`src/rtl/uart_ctrl_pkg.sv`:
```
// uart_ctrl_pkg: shared widths, arbiter state encoding and default timing constants
package uart_ctrl_pkg;
  localparam int BYTE_W = 8;
  localparam int DEF_GAP_CYCLES = 100;
  localparam int DEF_TIMEOUT_CYCLES = 1000;
  typedef enum logic [1:0] {IDLE, LOAD, GAP, WAIT_TX} arb_state_t;
endpackage

```
`src/rtl/rr_pick.sv`:
```
// rr_pick: combinational rotating-priority picker, first set request at or above ptr wins
module rr_pick #(
  parameter int N = 4,
  parameter int W = $clog2(N)
) (
  input  logic [N-1:0] req,
  input  logic [W-1:0] ptr,
  output logic [W-1:0] winner,
  output logic         any_req
);
  // scan from the farthest offset down so the closest set bit to ptr is written last
  always_comb begin
    winner = '0;
    for (int k = N - 1; k >= 0; k--)
      if (req[(int'(ptr) + k) % N]) winner = W'((int'(ptr) + k) % N);
  end
  assign any_req = |req;
endmodule

```
`src/rtl/uart_tx_arbiter.sv`:
```
// uart_tx_arbiter: round-robin packet arbiter onto one UART byte port; UART_TX_ARB_TIMEOUT_EN adds a stall timeout
module uart_tx_arbiter
  import uart_ctrl_pkg::*;
#(
`ifdef UART_TX_ARB_TIMEOUT_EN
  parameter int TIMEOUT_CYCLES = DEF_TIMEOUT_CYCLES,
`endif
  parameter int NUM_REQ = 4,
  parameter int GAP_CYCLES = DEF_GAP_CYCLES
) (
  input  logic                       clk,
  input  logic                       rst,
  input  logic [NUM_REQ-1:0]         req_valid,
  input  logic [BYTE_W*NUM_REQ-1:0]  req_data,
  input  logic [NUM_REQ-1:0]         req_last,
  output logic [NUM_REQ-1:0]         req_ready,
  input  logic                       txBusy,
  output logic [BYTE_W-1:0]          odata,
  output logic                       oe,
  output logic [$clog2(NUM_REQ)-1:0] grant_id,
  output logic                       busy
`ifdef UART_TX_ARB_TIMEOUT_EN
  ,
  output logic                       timeout_flag
`endif
);
  localparam int IW = $clog2(NUM_REQ);
  localparam int CW = $clog2(GAP_CYCLES + 1);
  arb_state_t state;
  logic [IW-1:0] rr_ptr, winner, rr_nxt;
  logic [CW-1:0] gap_cnt;
  logic any_req, last_q;
`ifdef UART_TX_ARB_TIMEOUT_EN
  localparam int TW = $clog2(TIMEOUT_CYCLES + 1);
  logic [TW-1:0] st_cnt;
`endif
  rr_pick #(.N(NUM_REQ), .W(IW)) u_pick (
    .req(req_valid),
    .ptr(rr_ptr),
    .winner(winner),
    .any_req(any_req)
  );
  assign rr_nxt = (grant_id == IW'(NUM_REQ - 1)) ? '0 : grant_id + IW'(1);
  assign req_ready = (state == LOAD) ? (req_valid & (NUM_REQ'(1) << grant_id)) : '0;
  assign busy = state != IDLE;
  // packet FSM: grant, byte load, inter-byte gap, wait for transmitter idle
  always_ff @(posedge clk) begin
    if (rst) begin
      state <= IDLE;
      odata <= '0;
      oe <= 1'b0;
      grant_id <= '0;
      rr_ptr <= '0;
      last_q <= 1'b0;
      gap_cnt <= '0;
`ifdef UART_TX_ARB_TIMEOUT_EN
      st_cnt <= '0;
      timeout_flag <= 1'b0;
`endif
    end else begin
      oe <= 1'b0;
`ifdef UART_TX_ARB_TIMEOUT_EN
      if (state != LOAD) st_cnt <= '0;
`endif
      case (state)
        IDLE: if (any_req) begin
          grant_id <= winner;
          state <= LOAD;
        end
        LOAD: if (req_valid[grant_id]) begin
          odata <= req_data[BYTE_W*int'(grant_id) +: BYTE_W];
          oe <= 1'b1;
          last_q <= req_last[grant_id];
          gap_cnt <= '0;
          state <= GAP;
`ifdef UART_TX_ARB_TIMEOUT_EN
          st_cnt <= '0;
        end else if (st_cnt == TW'(TIMEOUT_CYCLES - 1)) begin
          rr_ptr <= rr_nxt;
          timeout_flag <= 1'b1;
          state <= IDLE;
        end else begin
          st_cnt <= st_cnt + TW'(1);
`endif
        end
        GAP: if (gap_cnt == CW'(GAP_CYCLES - 1)) state <= WAIT_TX;
             else gap_cnt <= gap_cnt + CW'(1);
        WAIT_TX: if (!txBusy) begin
          if (last_q) begin
            rr_ptr <= rr_nxt;
            state <= IDLE;
          end else state <= LOAD;
        end
        default: state <= IDLE;
      endcase
    end
  end
endmodule
```
`config.mk`:
```
export PLATFORM = sky130hd
export DESIGN_NAME = uart_tx_arbiter
export DESIGN_NICKNAME = d
export VERILOG_FILES = /design/src/rtl/uart_ctrl_pkg.sv /design/src/rtl/rr_pick.sv /design/src/rtl/uart_tx_arbiter.sv
export SDC_FILE = /design/constraint.sdc
export NUM_CORES = 1
export LEC_CHECK = 0
export CELL_PAD_IN_SITES_DETAIL_PLACEMENT = 0
export CELL_PAD_IN_SITES_GLOBAL_PLACEMENT = 1
export CORE_MARGIN = 2
export CORE_UTILIZATION = 31
export CTS_CLUSTER_SIZE = 28
export DETAILED_ROUTE_END_ITERATION = 8
export GPL_TIMING_DRIVEN = 1
export PLACE_DENSITY = 0.9
export SETUP_SLACK_MARGIN = 0.3
export SLEW_MARGIN = 25
export SYNTH_ARGS = -nofsm -noshare
export SYNTH_HDL_FRONTEND = slang
export SYNTH_SLANG_ARGS = --single-unit
```
`constraint.sdc`:
```
create_clock -name clk -period 2.1 [get_ports clk]
set_input_delay 0.63 -clock clk [delete_from_list [all_inputs] [get_ports clk]]
set_output_delay 0.63 -clock clk [all_outputs]
set_load 0.02 [all_outputs]
```
==> flow_summary.ini <==
[run_status]
status = completed

[synthesis]
synthAdderAreaFrac_pct = 7.79
synth_area_leader_cell = dfxtp_1
synth_edf_count = 0
synth.distinct_cells = 37
synth_top_cells_by_count = dfxtp_1, a21oi_1, nand2_1
synthArstFlopShare_pct = 0
synth_mux_area_share_pct = 17.5
syn-instance-count = 159
synth_top_family_by_area = simple AND/OR/NAND/NOR gates
yosysMostFrequentCell = dfxtp_1
synth.avg_cell_area_um2 = 9.09
ys_warn_count = 0
synth-simple-area-share_pct = 20.3
seq_area_frac_synth_pct = 31.9
synth_xor_area_share_pct = 0
ys_top_cells_by_area = dfxtp_1, mux4_2, ha_1
ys.flop_type = dfxtp_1
synth_top_area_share_pct = 31.9
syn_area_mm2 = 0.00145
ys_seq_elements = 23
synth_compound_area_share_pct = 17.4
synth_fp_nets = 211

[cts]
clock-root-buffer = clkbuf_8
cts_tree = built
cts_hold_buf = 0
cts_sinks = 23
clk-insertion-delay-late_ps = 260
cts_buffers = 3
clock_path_buffers = 2
path_clk_slew_ps = 80
htreeDepth = 1

[route]
dr.pass1.iters = 4
drt-total-wl_um = 4160
ant_nets = 0
drt_drc_violations_left = 0
routedWlPerCell_um = 14.1
post_drt_via_cell_ratio = 5.18
drtIter0Drc = 58
vias = 1522

[place]
place_congestion = 0.744
numPortBuffers = 58
pre_cts_ws_ps = -441
dp.final_hpwl_um = 3090
placed_area_mm2 = 0.00223

[finish]
fill_cells = 402
syn2layout_area_growth_pct = 70.2
antenna_cells = 0
final_nets = 295
drive_gt1_share_pct = 34.3
fin_area_mm2 = 0.00246

[sta]
min_period_ps = 1840
finalHoldWorstSlack_ps = 456
post-route-period-util_pct = 87.6
tns_ps = 0
setup_viol = 0
layout_setup_ws_ps = 260
rsz0062_at_grt = true
finalClockSkew_ps = 2.62
hold_violations = 0
worst_slew_pin_slew_ps = 603
fmax_mhz = 543
relSlewSlack_pct = 59.7
drv_slew = 0

[setup_path]
critPathRequiredTime_ps = 2280
cpMostUsedCell = buf_6
reg2reg_to = state[0]$_SDFFE_PP0P_
cp.arrival_ps = 2020
r2r_slack_ps = 290
cp-end-kind = flip-flop
slowest_stage = mux4_2
critPathMaxFanout = 3
ff2ff_path_depth = 5
worstSetupPathType = input port to flip-flop
critical-path-max-stage-delay_ps = 530
crit_path_start_kind = input port
reg2reg_from = grant_id[0]$_SDFFE_PP0P_
path_cells = buf_6 > buf_6 > mux4_2 > or2_4 > and3_4 > a221oi_2

[power_and_ir_drop]
clock_power_share_pct = 15.5
p_int_mw = 1.15
p_seq_share_pct = 30.2
p_sw_share_pct = 36.7
powerDensity_mw_per_mm2 = 741
p_sw_uw = 669
leakage_nw = 0.960
combPwrFrac_pct = 54.2
ir_drop_v = 0.000316

[min_path]
hold_depth = 2
hold_start = odata[6]$_SDFFE_PP0P_
hold-path-endpoint = odata[6]$_SDFFE_PP0P_
holdCritPathClass = flip-flop to flip-flop

[floorplan]
initial_core_util_pct = 32.7
die_area_mm2 = 0.00522
die_h_um = 72.3
fp.dieW_um = 72.3
rows = 24
core_mm2 = 0.00441
io_pins = 59

[global_routing]
grt_overflow = 0
grt_pass1_vias = 1536
antenna_found_initial = 0
grt_max_degree = 18
grt_pass1_wl_um = 6820
grt_usage_pct = 16.6

[job]
cap_violations = 0
[power by group through the flow]
stage | Combinational [mW] | Clock, mW | Sequential, mW
finish | 0.988 | 0.283 | 0.551
global route | 1.07 | 0.309 | 0.562
CTS | 0.951 | 0.293 | 0.549
detailed placement | 0.879 | 0 | 0.555
global placement | 0.864 | 0 | 0.553
floorplan | 0.430 | 0 | 0.591
[stage by stage]
stage / utilization (%) / instances / power (mW)
3_3_place_gp: 50.6 / 284 / 1.42
4_1_cts: 54.1 / 293 / 1.79
3_5_place_dp: 50.6 / 284 / 1.43
6_report: 55.7 / 294 / 1.82
5_1_grt: 55.7 / 294 / 1.95
2_1_floorplan: - / 159 / 1.02
[cells in the final DEF (no fill, tap or decap), types with 7 or more instances in the layout]
cell type	n
clkdlybuf4s50_1	38
nand2_1	22
buf_4	20
dfxtp_1	19
a21oi_1	17
buf_6	15
dlygate4sd2_1	10
mux4_2	8
nor2_1	7
[how the worst max path moves through the flow]
stage	startpoint	endpoint	slack [ps]	depth (start not counted)
4_1_cts	req_valid[3]	state[0]$_SDFFE_PP0P_	240	6
3_3_place_gp	req_valid[2]	req_ready[2]	-430	3
3_5_place_dp	req_valid[2]	req_ready[2]	-440	3
6_report	req_valid[3]	state[0]$_SDFFE_PP0P_	260	6
5_1_grt	req_valid[3]	state[0]$_SDFFE_PP0P_	220	6
2_1_floorplan	req_valid[3]	state[0]$_SDFFE_PP0P_	280	4
[cells by family after synthesis]
logic type	Yosys count
flops	23
simple gates	58
buf+inv	17
mux	12
fa+ha+maj	9
compound gates	40
[area by class of cell]
| type | instances | area [µm²] | area share (%) |
|---|---|---|---|
| Tap cell | 52 | 65.1 | 2.64 |
| Sequential cell | 23 | 470 | 19.1 |
| Multi-Input combinational cell | 119 | 1020 | 41.6 |
| Timing Repair Buffer | 86 | 817 | 33.2 |
| Inverter | 10 | 40.0 | 1.63 |
| Clock buffer | 4 | 45.0 | 1.83 |
[registers in the layout (all words and copies together) (netlist names)]
| signal | count |
|---|---|
| gap_cnt | 7 |
| grant_id | 2 |
| last_q | 1 |
| odata | 8 |
| oe | 1 |
| rr_ptr | 2 |
| state | 2 |
[critical path: cells and delay by family]
| kind | cells | cell delay [ps] |
|---|---|---|
| mux | 1 | 530 |
| buf+inv | 2 | 190 |
| simple gates | 2 | 430 |
| compound gates | 1 | 230 |
[layer usage]
layer	track usage, %	part of all wire, %
met1	18.5	40
met2	30.9	53
met3	4.44	6.8
met4	4.40	0.91
met5	0	0
[timing repair]
action	CTS	global route
pin swaps	13	4
gates resized for setup	79	25
endpoints found under the hold margin	0	0
cloned	0	0
endpoints found under the setup margin	37	18
buffers inserted	5	1
Power figures use the tool's default switching activity.
